==> src/rtl/conv_dispatcher_if.sv <==
`default_nettype none
// ============================================================================
// conv_dispatcher_if
// Pixel stream, kernel load, ALU handshake and output pixel bundle.
// Revision: 1.0
// ============================================================================
interface conv_dispatcher_if;
    logic         kern_wr;
    logic [7:0]   kern_data;
    logic [1:0]   mode;
    logic         pix_valid;
    logic         pix_ready;
    logic [7:0]   pix_data;
    logic [199:0] alu_matriz_a;
    logic [199:0] alu_matriz_b;
    logic [1:0]   alu_seletor;
    logic         alu_start;
    logic         alu_done;
    logic [199:0] alu_result;
    logic         out_valid;
    logic         out_ready;
    logic [7:0]   out_data;
    logic         busy;
    logic         err;

    modport master (
        input  kern_wr, kern_data, mode, pix_valid, pix_data,
               alu_done, alu_result, out_ready,
        output pix_ready, alu_matriz_a, alu_matriz_b, alu_seletor,
               alu_start, out_valid, out_data, busy, err
    );

    modport slave (
        output kern_wr, kern_data, mode, pix_valid, pix_data,
               alu_done, alu_result, out_ready,
        input  pix_ready, alu_matriz_a, alu_matriz_b, alu_seletor,
               alu_start, out_valid, out_data, busy, err
    );
endinterface
`default_nettype wire

==> src/rtl/conv_dispatcher.sv <==
`default_nettype none
// ============================================================================
// conv_dispatcher
// Builds 5x5 windows, drives the ALU start/done handshake, emits one pixel.
// Revision: 1.0
// ============================================================================
module conv_dispatcher #(
    parameter int TIMEOUT = 255
) (
    input  wire logic         clk,
    input  wire logic         rst_n,
    conv_dispatcher_if.master bus
);
    typedef enum logic [1:0] {
        S_LOAD    = 2'd0,
        S_WAIT    = 2'd1,
        S_RELEASE = 2'd2,
        S_OUTPUT  = 2'd3
    } state_t;

    localparam logic [7:0] C_TCNT_LAST = 8'(TIMEOUT - 1);

    state_t       state;
    state_t       state_nxt;
    logic [4:0]   cnt;
    logic [4:0]   kptr;
    logic [7:0]   tcnt;
    logic         pending;
    logic [199:0] window;
    logic [199:0] kernel;
    logic [1:0]   seletor;
    logic         start;
    logic [7:0]   result;
    logic         err_pulse;

    logic         pix_fire;
    logic         last_byte;
    logic         timeout_hit;
    logic         idle;
    logic [7:0]   win_idx;
    logic [7:0]   kern_idx;
    logic         unused_result_bits;

    assign pix_fire    = (state == S_LOAD) && bus.pix_valid;
    assign last_byte   = (cnt == 5'd24);
    assign timeout_hit = (tcnt == C_TCNT_LAST);
    assign idle        = (state == S_LOAD) && (cnt == 5'd0);
    assign win_idx     = {cnt, 3'b000};
    assign kern_idx    = {kptr, 3'b000};
    assign unused_result_bits = ^{bus.alu_result[199:24], bus.alu_result[15:8]};

    always_ff @(posedge clk or negedge rst_n) begin
        if (!rst_n) begin
            state <= S_LOAD;
        end else begin
            state <= state_nxt;
        end
    end

    // Done has priority over timeout in WAIT; RELEASE holds until done is seen low.
    always_comb begin
        state_nxt = state;
        case (state)
            S_LOAD:    if (pix_fire && last_byte) state_nxt = S_WAIT;
            S_WAIT:    if (bus.alu_done || timeout_hit) state_nxt = S_RELEASE;
            S_RELEASE: if (!bus.alu_done) state_nxt = pending ? S_OUTPUT : S_LOAD;
            S_OUTPUT:  if (bus.out_ready) state_nxt = S_LOAD;
            default:   state_nxt = S_LOAD;
        endcase
    end

    always_ff @(posedge clk or negedge rst_n) begin
        if (!rst_n) begin
            cnt       <= 5'd0;
            kptr      <= 5'd0;
            tcnt      <= 8'd0;
            pending   <= 1'b0;
            window    <= '0;
            kernel    <= '0;
            seletor   <= 2'b00;
            start     <= 1'b0;
            result    <= 8'd0;
            err_pulse <= 1'b0;
        end else begin
            err_pulse <= 1'b0;

            if (pix_fire) begin
                window[win_idx +: 8] <= bus.pix_data;
                if (cnt == 5'd0) begin
                    seletor <= bus.mode;
                end
                if (last_byte) begin
                    cnt   <= 5'd0;
                    start <= 1'b1;
                end else begin
                    cnt <= cnt + 5'd1;
                end
            end

            if (bus.kern_wr && idle) begin
                kernel[kern_idx +: 8] <= bus.kern_data;
                kptr <= (kptr == 5'd24) ? 5'd0 : kptr + 5'd1;
            end

            if (state == S_WAIT) begin
                if (bus.alu_done) begin
                    result  <= seletor[1] ? bus.alu_result[23:16] : bus.alu_result[7:0];
                    start   <= 1'b0;
                    tcnt    <= 8'd0;
                    pending <= 1'b1;
                end else if (timeout_hit) begin
                    start     <= 1'b0;
                    err_pulse <= 1'b1;
                    tcnt      <= 8'd0;
                    pending   <= 1'b0;
                end else begin
                    tcnt <= tcnt + 8'd1;
                end
            end
        end
    end

    assign bus.pix_ready    = (state == S_LOAD);
    assign bus.busy         = !idle;
    assign bus.out_valid    = (state == S_OUTPUT);
    assign bus.out_data     = result;
    assign bus.alu_matriz_a = window;
    assign bus.alu_matriz_b = kernel;
    assign bus.alu_seletor  = seletor;
    assign bus.alu_start    = start;
    assign bus.err          = err_pulse;
endmodule
`default_nettype wire
==> src/flat_wrapper.sv <==
// flat-port wrapper written by rule: the top's interface ports become plain ports
module conv_dispatcher_flat 
#(
    parameter int TIMEOUT = 255
)
  (clk, rst_n, bus_kern_wr, bus_kern_data, bus_mode, bus_pix_valid, bus_pix_data, bus_alu_done, bus_alu_result, bus_out_ready, bus_pix_ready, bus_alu_matriz_a, bus_alu_matriz_b, bus_alu_seletor, bus_alu_start, bus_out_valid, bus_out_data, bus_busy, bus_err);
  conv_dispatcher_if bus_i ();
  input  wire logic clk;
  input  wire logic rst_n;
  input wire logic [$bits(bus_i.kern_wr)-1:0] bus_kern_wr;
  input wire logic [$bits(bus_i.kern_data)-1:0] bus_kern_data;
  input wire logic [$bits(bus_i.mode)-1:0] bus_mode;
  input wire logic [$bits(bus_i.pix_valid)-1:0] bus_pix_valid;
  input wire logic [$bits(bus_i.pix_data)-1:0] bus_pix_data;
  input wire logic [$bits(bus_i.alu_done)-1:0] bus_alu_done;
  input wire logic [$bits(bus_i.alu_result)-1:0] bus_alu_result;
  input wire logic [$bits(bus_i.out_ready)-1:0] bus_out_ready;
  output wire logic [$bits(bus_i.pix_ready)-1:0] bus_pix_ready;
  output wire logic [$bits(bus_i.alu_matriz_a)-1:0] bus_alu_matriz_a;
  output wire logic [$bits(bus_i.alu_matriz_b)-1:0] bus_alu_matriz_b;
  output wire logic [$bits(bus_i.alu_seletor)-1:0] bus_alu_seletor;
  output wire logic [$bits(bus_i.alu_start)-1:0] bus_alu_start;
  output wire logic [$bits(bus_i.out_valid)-1:0] bus_out_valid;
  output wire logic [$bits(bus_i.out_data)-1:0] bus_out_data;
  output wire logic [$bits(bus_i.busy)-1:0] bus_busy;
  output wire logic [$bits(bus_i.err)-1:0] bus_err;
  assign bus_i.kern_wr = bus_kern_wr;
  assign bus_i.kern_data = bus_kern_data;
  assign bus_i.mode = bus_mode;
  assign bus_i.pix_valid = bus_pix_valid;
  assign bus_i.pix_data = bus_pix_data;
  assign bus_i.alu_done = bus_alu_done;
  assign bus_i.alu_result = bus_alu_result;
  assign bus_i.out_ready = bus_out_ready;
  assign bus_pix_ready = bus_i.pix_ready;
  assign bus_alu_matriz_a = bus_i.alu_matriz_a;
  assign bus_alu_matriz_b = bus_i.alu_matriz_b;
  assign bus_alu_seletor = bus_i.alu_seletor;
  assign bus_alu_start = bus_i.alu_start;
  assign bus_out_valid = bus_i.out_valid;
  assign bus_out_data = bus_i.out_data;
  assign bus_busy = bus_i.busy;
  assign bus_err = bus_i.err;
  conv_dispatcher #(.TIMEOUT(TIMEOUT)) u_core (.clk(clk), .rst_n(rst_n), .bus(bus_i));
endmodule
==> config.mk <==
export PLATFORM = sky130hd
export DESIGN_NAME = conv_dispatcher_flat
export DESIGN_NICKNAME = d
export VERILOG_FILES = /design/src/rtl/conv_dispatcher_if.sv /design/src/rtl/conv_dispatcher.sv /design/src/flat_wrapper.sv
export SDC_FILE = /design/constraint.sdc
export NUM_CORES = 1
export LEC_CHECK = 0
export CORE_AREA = 2 2 246 248
export DETAILED_ROUTE_END_ITERATION = 7
export DIE_AREA = 0 0 248 250
export PLACE_DENSITY = 0.63
export SYNTH_ARGS = -nofsm -noshare
export SYNTH_HDL_FRONTEND = slang
export SYNTH_SLANG_ARGS = --single-unit
==> constraint.sdc <==
create_clock -name clk -period 2.9 [get_ports clk]
set_input_delay 0.87 -clock clk [delete_from_list [all_inputs] [get_ports clk]]
set_output_delay 0.87 -clock clk [all_outputs]
set_load 0.02 [all_outputs]
; Yosys cells after proc, flatten, opt, wreduce, memory -nomap -nowiden
; Index checks and enable logic that the tools add are counted.
; Widths: inputs -> output; s select.
[op_classes]
add_sub_neg = 5
n_eq_ne = 10
shifts = 4
muxes = 23
n_reduce_logical = 13
[ops]
columns = operator, n
row1 = $bwmux 200, 2
row2 = $shift 8x10->200 const A, 2
row3 = $shiftx 8x10->200, 2
row4 = $mux 8, 3
row5 = $neg 8->10, 2
row6 = $add 5x1->5 const B, 2
row7 = $eq 5x5->1 const B, 2
row8 = $mux 1, 10
row9 = $mux 2, 5
row10 = $mux 5, 2
row11 = $add 8x1->8 const B, 1
row12 = $eq 8x8->1 const B, 1
row13 = $pmux 2 s4, 1
row14 = $reduce_and 2->1, 3
row15 = $logic_not 5->1, 1
row16 = $eq 2x2->1 const B, 2
row17 = $logic_and 1x1->1, 4
row18 = $ne 2x1->1 const B, 2
row19 = $ne 2x2->1 const B, 2
row20 = $reduce_and 4->1, 1
row21 = $eq 2x1->1 const B, 1
row22 = $logic_not 2->1, 1
row23 = $reduce_bool 2->1, 1
row24 = $logic_not 1->1, 1
row25 = $logic_or 1x1->1, 1
[totals]
regBits = 433
in_bits = 224
out_inout_bits = 415
wordCells = 66

; Logic depth before layout (Yosys ltp)
[depth]
ltp_word = 6
mapped_depth = 13

; Least setup slack after synthesis
; OpenSTA, ideal clock, no wires.
[synth_timing]
kind = reg2reg
startpoint = register u_core.cnt[0]
endpoint = register u_core.kernel[10] (netlist: u_core.bus.alu_matriz_b[10])
setup_time_ns = 0.125
t_arrival_ns = 3.015
required_ns = 2.775
setup_slack_ns = -0.239
stages_incl_launch_ff = 14
path_buffers = 3
cell_sequence = dfrtp_1 clkbuf_1 inv_1 ha_1 clkbuf_1 nor2b_1 nor2b_1 ha_1 and4bb_2 o31ai_2 nor3b_1 and2_1 buf_2 mux2_2
[synth_via]
elab_chain_len = 3
[synth_lines]
columns = item, line
row1 = from (decl), conv_dispatcher.sv:25  ; logic [4:0] cnt;
row2 = from (signal assigned), conv_dispatcher.sv:96  ; cnt <= cnt + 5'd1;
row3 = $logic_not 5->1, conv_dispatcher.sv:47  ; assign idle = (state == S_LOAD) && (cnt == 5'd0);
row4 = $logic_and 1x1->1, conv_dispatcher.sv:47
row5 = $logic_and 1x1->1, conv_dispatcher.sv:100  ; if (bus.kern_wr && idle) begin
row6 = "to (signal, indexed assignment)", conv_dispatcher.sv:101  ; kernel[kern_idx +: 8] <= bus.kern_data;
row7 = to (decl), conv_dispatcher.sv:30  ; logic [199:0] kernel;
; No other way between the ends.
; A chain may end at the register's enable or synchronous reset.

; Worst setup path in the final report
[layout_timing]
startpoint = register u_core.cnt[1]
endpoint = output bus_busy
[layout_via]
elab_chain_len = 3
[layout_lines]
columns = item, line
row1 = $logic_not 5->1, conv_dispatcher.sv:47
row2 = $logic_and 1x1->1, conv_dispatcher.sv:47
row3 = $logic_not 1->1, conv_dispatcher.sv:124  ; assign bus.busy = !idle;
row4 = to (decl), flat_wrapper.sv:25  ; output wire logic [$bits(bus_i.busy)-1:0] bus_busy;
; No other way between the ends.

==> impl_metrics.ini <==
[synth]
synth-seq-cells = 433
synth_nets = 1542
avgSynthCellArea_um2 = 13.71
ys.flop_type = dfrtp_1
synth_cell_types = 51
yosys.area.top_type = dfrtp_1
synthesis.area_um2 = 17890
ys_seq_area_share_pct = 60.55
async_flop_share_pct = 100.0
syn_inst = 1305
synth_area_leaders = dfrtp_1 (61%), mux2_2 (24%), nor2_1 (1.7%)
synth_edf_count = 0
ys_warn_count = 0
synth_top_area_share_pct = 60.55

[final_layout]
fillCellCount = 5385
final_nets = 2094
multiInputGateArea_um2 = 6750
drive_above_1_share_pct = 32.06
diodes = 0
seqCellArea_um2 = 10840
syn_to_final_growth_pct = 45.41

[run_status]
outcome = finished clean

[floorplan]
rows = 90
pin_count = 639
die-area_um2 = 62000
fp.coreArea_um2 = 59570
start_util_pct = 30.04
dieWidth_um = 248
die_y_um = 250

[power_and_ir_drop]
power_leakage_nw = 12.22
power_per_cell_area_nw_per_um2 = 858.2
ir_drop_mv = 0.5266
total_power_mw = 22.33

[clocking]
clk_pin_slew_ps = 60
clock-sinks = 433
cts_tree = built
h-tree-depth = 2
cts_buffers = 48
clock_latency_ps = 580
cts_root_buffer = clkbuf_16
clk_path_buf_depth = 3

[worst_setup_path]
cp-start-kind = flop
worstSetupEndpointType = output port
crit_chain = inv_1, ha_2, nor2b_2, nor2b_2, ha_2, nand2_1, buf_4
cp_slowest_cell = dfrtp_1
required_ps = 2030
worst-endpoint-arrival_ps = 1970
max_stage_delay_ps = 380
critPathTopFamily = adder cells
path_max_fanout = 3
critPathKind = flop to output port
worst-path-buf-inv = 2

[sta]
fin_crit_sh_pct = 97.82
grt_setup_unrepaired = yes
maxSlewHeadroom_pct = 49.05
min_period_ps = 2837
hold_viol = 0
fmax_mhz = 352.5
fin_ws_ps = 63.34
setup_violations = 0
final_max_slew_viol_count = 0
fin_tns_setup_ps = 0
worst_slew_pin_slew_ps = 761.9
skew_ps = 31.68

[grt]
grt.total_usage_pct = 18.21
antenna_found_initial = 2
grt_pass1_vias = 13508
grt_pass1_wl_mm = 85.50
grt_start_max_net_pins = 77
grt_overflow = 0

[route]
routed_via_density = 4.726
totalWireLength_mm = 56.98
vias = 12629
routedWlPerCell_um = 21.32
dr.pass1.iters = 5
drt_iter0_drc = 480
route.detailed.drc = 0
ant_nets = 0

[placed_design]
pre_cts_ws_ps = -450.8
gp_congestion = 0.8377
io_buffers = 454
hpwl_mm = 42.78

[job]
drv_cap = 0

[hold_path]
hold_class = input port to asynchronous set/reset pin
-- power breakdown --
| part | switching [mW] | leakage (nW) | internal [mW] |
|---|---|---|---|
| Combinational | 4.73 | 5.59 | 3.60 |
| Sequential | 0.735 | 5.89 | 7.20 |
| Clock | 2.50 | 0.746 | 3.56 |
-- metal layers --
layer	wire [µm]	global-route usage, %	up-vias
li1	-	-	5669
met1	22580	21.57	6414
met2	26890	29.90	455
met3	5978	7.926	87
met4	1503	5.081	4
met5	22	0	-
-- repair_timing --
item	in CTS	in global routing
pin swaps	0	2
endpoints found under the setup margin	9	105
setup buffers	0	2
hold buffers	0	0
resized for setup	2	10
-- registers in the layout, indices dropped and copies added, names as in the netlist, 2 cells and up --
| register | count |
|---|---|
| u_core.bus.out_data | 8 |
| u_core.state | 2 |
| u_core.bus.alu_matriz_b | 200 |
| u_core.tcnt | 8 |
| u_core.bus.alu_seletor | 2 |
| u_core.kptr | 5 |
| u_core.cnt | 5 |
| u_core.bus.alu_matriz_a | 200 |
-- cell type report --
| type | count | share of cell area, % |
|---|---|---|
| Sequential cell | 433 | 41.64 |
| Multi-Input combinational cell | 783 | 25.94 |
| Clock buffer | 64 | 5.237 |
| Tap cell | 782 | 3.760 |
| Inverter | 22 | 0.3174 |
| Timing Repair Buffer | 569 | 22.33 |
| Clock inverter | 19 | 0.7742 |
-- synth_stat cells, types with 3 or more instances --
master and number:
buf_2 25, buf_4 8, a22o_1 4, mux2_2 376, dfrtp_1 433, mux2i_1 24
nor3_1 7, nand3_1 19, and3_1 38, xor2_1 4, ha_1 13, o41ai_1 7
nor2_1 82, nand2b_1 4, nand2_1 64, nand4_1 6, a31oi_1 3, xnor2_1 5
o21ai_0 31, nor3b_1 4, and2_1 38, nor2b_1 12, a21oi_1 5, inv_1 22
nand2_2 8, clkbuf_1 31, o2bb2ai_1 3
-- final timing paths --
kind | start | endpoint | slack (ps) | depth (start not counted)
worst min register to register | u_core.bus.alu_matriz_a[93] | u_core.bus.alu_matriz_a[93] | 480 | 2
min in group clk | u_core.bus.alu_matriz_a[93] | u_core.bus.alu_matriz_a[93] | 480 | 2
worst max-delay path | u_core.cnt[1] | bus_busy | 60 | 7
max in group asynchronous | rst_n | u_core.bus.alu_matriz_b[40] | 1830 | 2
worst min-delay path | rst_n | u_core.bus.alu_matriz_b[87] | 210 | 1
worst max register to register | u_core.cnt[1] | u_core.bus.alu_matriz_b[101] | 120 | 12
-- cells by family after synthesis --
family / synth area share (%)
DFF: 60.55
muxes: 25.08
and+or+nand+nor: 8.551
buffers and inverters: 2.251
AOI/OAI and AO/OA: 2.217
adders and majority gates: 0.9090
xor gates and xnor gates: 0.4405
-- placed cells by master (no fill, tap or decap), drive strengths merged, types with 2 or more instances in the layout --
cell / n
clkdlybuf4s50: 451
dfrtp: 433
mux2: 376
buf: 117
nor2: 84
nand2: 72
clkbuf: 64
and2: 39
and3: 38
o21ai: 31
mux2i: 25
inv: 24
nand3: 19
ha: 13
nor2b: 12
nor3: 10
clkinvlp: 8
o41ai: 7
nand4: 6
clkinv: 6
a21oi: 5
xnor2: 5
nand2b: 4
a22o: 4
xor2: 4
nor3b: 4
o2bb2ai: 3
bufinv: 3
a31oi: 3
a21o: 2
nand3b: 2
o31ai: 2
-- metrics by stage --
step / instances / hold WS, ps / instance area [µm²] / utilization (%)
6_report: 2672 / 210.7 / 26020 / 43.68
5_1_grt: 2672 / 202.8 / 26020 / 43.68
4_1_cts: 2670 / 192.3 / 25950 / 43.56
3_5_place_dp: 2587 / 468.5 / 24380 / 40.93
3_3_place_gp: 2587 / 458.5 / 24380 / 40.93
2_1_floorplan: 1305 / 459.3 / 17930 / -
Note: power is estimated with default switching activity, not from simulation.
